**src/rtl/edge_event_ctrl_pkg.sv**
```systemverilog
// Shared definitions for the edge event controller: register word offsets,
// bus handshake states and the byte-strobe mask helper.
package edge_event_ctrl_pkg;

    localparam logic [2:0] LEVEL_OFS   = 3'd0;
    localparam logic [2:0] RISE_EN_OFS = 3'd1;
    localparam logic [2:0] FALL_EN_OFS = 3'd2;
    localparam logic [2:0] PENDING_OFS = 3'd3;
    localparam logic [2:0] IRQ_EN_OFS  = 3'd4;
    localparam logic [2:0] COUNT_OFS   = 3'd5;

    typedef enum logic {
        ST_IDLE = 1'b0,
        ST_ACK  = 1'b1
    } bus_state_t;

    function automatic logic [31:0] strb_mask(input logic [3:0] strb);
        return {{8{strb[3]}}, {8{strb[2]}}, {8{strb[1]}}, {8{strb[0]}}};
    endfunction

endpackage

```
**src/rtl/edge_event_ctrl_finder.sv**
```systemverilog
// Per-input synchronizer and dual edge detector; one shared 4-flop chain
// feeds both the rise and fall pulses so nothing is synchronized twice.
module dual_edge_finder (
    input  logic clk,
    input  logic reset_n,
    input  logic sig_in,
    output logic level,
    output logic rise,
    output logic fall
);

    // sync[0] is s1 (first capture), sync[3] is s4
    logic [3:0] sync;

    always_ff @(posedge clk or negedge reset_n) begin
        if (!reset_n) begin
            sync <= '0;
            rise <= 1'b0;
            fall <= 1'b0;
        end else begin
            sync <= {sync[2:0], sig_in};
            rise <= sync[2] & ~sync[3];
            fall <= ~sync[2] & sync[3];
        end
    end

    assign level = sync[2];

endmodule

```
**src/rtl/edge_event_ctrl.sv**
```systemverilog
// Memory-mapped edge event controller: sticky pending bits, saturating event
// counter and a registered level interrupt behind a one-shot bus handshake.
module edge_event_ctrl
    import edge_event_ctrl_pkg::*;
#(
    parameter int NUM_IN = 8,
    parameter int CNT_W  = 16
) (
    input  logic              clk,
    input  logic              reset_n,
    input  logic [NUM_IN-1:0] sig_in,
    input  logic              sel,
    input  logic [2:0]        addr,
    input  logic [3:0]        wstrb,
    input  logic [31:0]       wdata,
    output logic [31:0]       rdata,
    output logic              ready,
    output logic              irq
);

    logic [NUM_IN-1:0] level;
    logic [NUM_IN-1:0] rise;
    logic [NUM_IN-1:0] fall;
    logic [NUM_IN-1:0] ev;

    logic [NUM_IN-1:0] rise_en;
    logic [NUM_IN-1:0] fall_en;
    logic [NUM_IN-1:0] pending;
    logic [NUM_IN-1:0] irq_en;
    logic [CNT_W-1:0]  count;

    bus_state_t state;
    bus_state_t state_next;
    logic       access;
    logic       wr_en;
    logic       rd_en;

    logic [31:0]       byte_mask;
    logic [NUM_IN-1:0] bmask;
    logic [NUM_IN-1:0] wbits;
    logic [NUM_IN-1:0] w1c;
    logic              count_wr;
    logic [31:0]       rd_val;

    for (genvar i = 0; i < NUM_IN; i++) begin : g_edge
        dual_edge_finder u_finder (
            .clk     (clk),
            .reset_n (reset_n),
            .sig_in  (sig_in[i]),
            .level   (level[i]),
            .rise    (rise[i]),
            .fall    (fall[i])
        );
    end

    if (NUM_IN < 32) begin : g_unused
        logic unused_hi;
        assign unused_hi = ^{wdata[31:NUM_IN], byte_mask[31:NUM_IN]};
    end

    assign ev = (rise & rise_en) | (fall & fall_en);

    always_ff @(posedge clk or negedge reset_n) begin
        if (!reset_n) begin
            state <= ST_IDLE;
        end else begin
            state <= state_next;
        end
    end

    // Only the IDLE->ACK transition performs an access, so a held sel acts once.
    always_comb begin
        state_next = state;
        access     = 1'b0;
        case (state)
            ST_IDLE: begin
                if (sel) begin
                    access     = 1'b1;
                    state_next = ST_ACK;
                end
            end
            ST_ACK: begin
                if (!sel) begin
                    state_next = ST_IDLE;
                end
            end
            default: state_next = ST_IDLE;
        endcase
    end

    assign wr_en     = access & (|wstrb);
    assign rd_en     = access & ~(|wstrb);
    assign byte_mask = strb_mask(wstrb);
    assign bmask     = byte_mask[NUM_IN-1:0];
    assign wbits     = wdata[NUM_IN-1:0] & bmask;
    assign w1c       = (wr_en && addr == PENDING_OFS) ? wbits : '0;
    assign count_wr  = wr_en && addr == COUNT_OFS;

    always_comb begin
        rd_val = '0;
        case (addr)
            LEVEL_OFS:   rd_val[NUM_IN-1:0] = level;
            RISE_EN_OFS: rd_val[NUM_IN-1:0] = rise_en;
            FALL_EN_OFS: rd_val[NUM_IN-1:0] = fall_en;
            PENDING_OFS: rd_val[NUM_IN-1:0] = pending;
            IRQ_EN_OFS:  rd_val[NUM_IN-1:0] = irq_en;
            COUNT_OFS:   rd_val[CNT_W-1:0]  = count;
            default:     rd_val = '0;
        endcase
    end

    always_ff @(posedge clk or negedge reset_n) begin
        if (!reset_n) begin
            rise_en <= '0;
            fall_en <= '0;
            irq_en  <= '0;
        end else if (wr_en) begin
            if (addr == RISE_EN_OFS) rise_en <= (rise_en & ~bmask) | wbits;
            if (addr == FALL_EN_OFS) fall_en <= (fall_en & ~bmask) | wbits;
            if (addr == IRQ_EN_OFS)  irq_en  <= (irq_en & ~bmask) | wbits;
        end
    end

    // A new event on the same cycle as its W1C clear keeps the bit set.
    always_ff @(posedge clk or negedge reset_n) begin
        if (!reset_n) begin
            pending <= '0;
            irq     <= 1'b0;
        end else begin
            pending <= (pending & ~w1c) | ev;
            irq     <= |(pending & irq_en);
        end
    end

    always_ff @(posedge clk or negedge reset_n) begin
        if (!reset_n) begin
            count <= '0;
        end else if (count_wr) begin
            count <= (|ev) ? CNT_W'(1) : '0;
        end else if ((|ev) && count != {CNT_W{1'b1}}) begin
            count <= count + CNT_W'(1);
        end
    end

    always_ff @(posedge clk or negedge reset_n) begin
        if (!reset_n) begin
            ready <= 1'b0;
            rdata <= '0;
        end else begin
            ready <= access;
            if (rd_en) rdata <= rd_val;
        end
    end

endmodule

```
**config.mk**
```make
export PLATFORM = sky130hd
export DESIGN_NAME = edge_event_ctrl
export DESIGN_NICKNAME = d
export VERILOG_FILES = /design/src/rtl/edge_event_ctrl_pkg.sv /design/src/rtl/edge_event_ctrl_finder.sv /design/src/rtl/edge_event_ctrl.sv
export SDC_FILE = /design/constraint.sdc
export NUM_CORES = 1
export LEC_CHECK = 0
export ABC_AREA = 1
export BUFFER_PORTS_ARGS = -buffer_cell sky130_fd_sc_hd__buf_2
export CORE_MARGIN = 2
export CORE_UTILIZATION = 56
export CTS_CLUSTER_DIAMETER = 200
export DETAILED_ROUTE_END_ITERATION = 8
export GPL_ROUTABILITY_DRIVEN = 0
export GPL_TIMING_DRIVEN = 0
export PLACE_DENSITY = 0.79
export SLEW_MARGIN = 20
export SYNTH_ARGS = -nofsm -noshare
export SYNTH_HDL_FRONTEND = slang
export SYNTH_SLANG_ARGS = --single-unit
```
**constraint.sdc**
```tcl
create_clock -name clk -period 2.3 [get_ports clk]
set_clock_uncertainty 0.15 [all_clocks]
set_input_delay 0.46 -clock clk [delete_from_list [all_inputs] [get_ports clk]]
set_output_delay 0.46 -clock clk [all_outputs]
set_load 0.03 [all_outputs]
```
==> out/results.ini <==
[run_status]
status = completed

[cells_and_area]
post-route-util = 0.7023
diodes = 0
fillers = 632
stdcell_count = 769
fin_nets = 700
fin_area_sq_um = 6095
drive_above_1_share = 0.1846
syn_to_final_growth_pct = 22.14

[synth]
synthTopCellsByCount = dfrtp_1, nand2_1, inv_1
seq_area_frac_synth = 0.5767
synth_compound_area_frac = 0.08350
ys.flop_type = dfrtp_1
yosys_warnings = 0
synth.area.top_cells = dfrtp_1, nand2_1, nand3_1
yosys_register_bits = 115
netlist_area_sq_um = 4990
synth_cells = 561
yosysMostFrequentCell = dfrtp_1
synth_mux_area_frac = 0
synth.distinct_cells = 27
synthXorXnorAreaFrac = 0.01931
yosys.area.top_type = dfrtp_1
synth_edf_count = 0
yosys.area_share.adder = 0.002508
ys_async_sr_fraction = 1.000
synth_top_area_frac = 0.5767
synth_top_family_by_area = simple AND/OR/NAND/NOR gates
syn_area_per_cell_sq_um = 8.894
synth_simple_gate_area_frac = 0.2187

[drt]
dr_total_vias = 4147
wl_per_cell_microns = 15.11
via_per_inst = 5.393
wirelength_mm = 11.62
final_antenna_net_count = 0
first_pass_iters = 5
first_iter_violations = 326
drc_errors = 0

[clock_tree]
tritoncts = built
cts-hold-fix-buffers = 10
cts-resized-gates = 0
clk_latency_ps = 510
cts.sinks = 115
cts-htree-levels = 4
cts_made_buffers = 17
clk_path_buf_depth = 2
clk_pin_slew_ps = 60
cts_root_buffer = clkbuf_8
postCtsSetupBuffers = 0

[pwr]
power_switching_mw = 1.713
p_comb_frac = 0.161
swShare = 0.2870
internal-power_mw = 4.256
ir_drop_uv = 717.7
p_clk_frac = 0.422
p_leak_nw = 3.087
p_per_area_nw_per_um2 = 979.3
seqPwrFrac = 0.417

[timing]
rsz0062_at_grt = false
setup_viol = 0
hold_slack_ps = 53.93
timing.fmax_mhz = 473.8
finalHoldViolCount = 0
report.final.slew_viol_count = 0
post-route-min-period_ps = 2111
tns_ps = 0
fin_crit_sh = 0.9177

[global_route]
grt_usage = 0.2569
antenna_found_initial = 0
overflow = 0
grt_pass1_wl_mm = 19.26
first_global_vias = 4005
grt_max_degree = 79

[setup_path]
worstSetupPathType = in2reg
worst_ep_required_time_ps = 2530
r2r_cells = 5
crit_arrival_ps = 2340
path_max_fanout = 10
start_kind = input pin
crit_path_end_kind = flip-flop

[die]
rows = 34
ios = 84
design.die.area_sq_um = 9682
initial_core_util = 0.5750
fp.dieW_microns = 98.40
die_h_microns = 98.40
core_sq_um = 8678

[job]
maxCapViolCount = 0

[min_path]
hold_path.class = in2reg
hold-path-cell-count = 3

[placement]
dpl_cell_area_sq_um = 5430
port_buffers = 43
hpwl_mm = 7.511
place_inst = 728

==> power groups by stage <==
stage          clock, mW  combinational [mW]  sequential [mW]
2_1_floorplan          0               0.521             2.61
3_3_place_gp           0               0.884             2.50
3_5_place_dp           0               0.921             2.51
4_1_cts             2.54               0.961             2.49
5_1_grt             2.63                1.08             2.52
6_report            2.52               0.961             2.49
==> worst paths after layout <==
path                                                 start                    endpoint  slack [ps]
worst max-delay path                                   sel                   flip-flop         190
worst max register to register                       state                   flip-flop         410
worst min register to register  g_edge[0].u_finder.sync[1]  g_edge[0].u_finder.sync[2]         190
min in group asynchronous                          reset_n  g_edge[4].u_finder.sync[0]         260
worst min-delay path                              wdata[0]                   flip-flop          50
max in group asynchronous                          reset_n     g_edge[1].u_finder.fall        1060
==> metrics by stage <==
| stage | setup slack, ps | total power, mW |
|---|---|---|
| floorplan | 718.4 | 3.127 |
| global route | 126.0 | 6.230 |
| finish | 189.2 | 5.969 |
| CTS | 235.6 | 5.985 |
| global placement | -640.5 | 3.379 |
| detailed placement | 144.6 | 3.431 |
==> worst max-delay path, stage by stage <==
cell	delay, ps
dlygate4sd3_1	530
buf_2	110
inv_1	60
nor2_2	200
nand3_2	160
nor2_2	340
buf_2	330
o21ai_0	130
==> cell type report <==
type | instances | area (sq um) | share of cell area
sequential | 115 | 2878 | 0.4722
multi-input combinational | 354 | 1677 | 0.2751
clock buffer | 21 | 429.2 | 0.07042
timing repair buffer | 54 | 349.1 | 0.05728
inverter | 77 | 289.0 | 0.04742
buffer | 30 | 202.7 | 0.03326
clock inverter | 10 | 135.1 | 0.02217
tap | 108 | 135.1 | 0.02217
==> per-layer routing <==
layer,GRT usage,part of all wire
met4,0.1054,0.024
met1,0.3404,0.42
met2,0.4019,0.48
met3,0.07373,0.077
met5,0,0
==> kinds of logic after synthesis <==
| family | count (synthesis) |
|---|---|
| AND/OR/NAND/NOR | 251 |
| other | 1 |
| buffers and inverters | 107 |
| flip-flops | 115 |
| AO/OA/AOI/OAI | 75 |
| adder cells (fa/ha/maj) | 1 |
| XOR/XNOR | 11 |
==> cells in the final DEF, fill, tap and decap left out, drive strengths merged <==
| master | synthesis | final |
|---|---|---|
| nand4 | 2 | 2 |
| nor3 | 3 | 3 |
| o22ai | 12 | 12 |
| clkinvlp | 0 | 4 |
| a221oi | 2 | 2 |
| nand2 | 102 | 102 |
| xor2 | 6 | 6 |
| bufinv | 0 | 3 |
| o2bb2ai | 2 | 2 |
| conb | 1 | 16 |
| ha | 1 | 1 |
| xnor2 | 5 | 5 |
| buf | 30 | 74 |
| nor2 | 81 | 81 |
| clkbuf | 0 | 21 |
| nand3 | 62 | 62 |
| inv | 77 | 77 |
| clkinv | 0 | 3 |
| or2 | 1 | 1 |
| dlygate4sd3 | 0 | 10 |
| a21oi | 10 | 10 |
| dfrtp | 115 | 115 |
| o21ai | 49 | 49 |
Power figures use the tool's default switching activity.
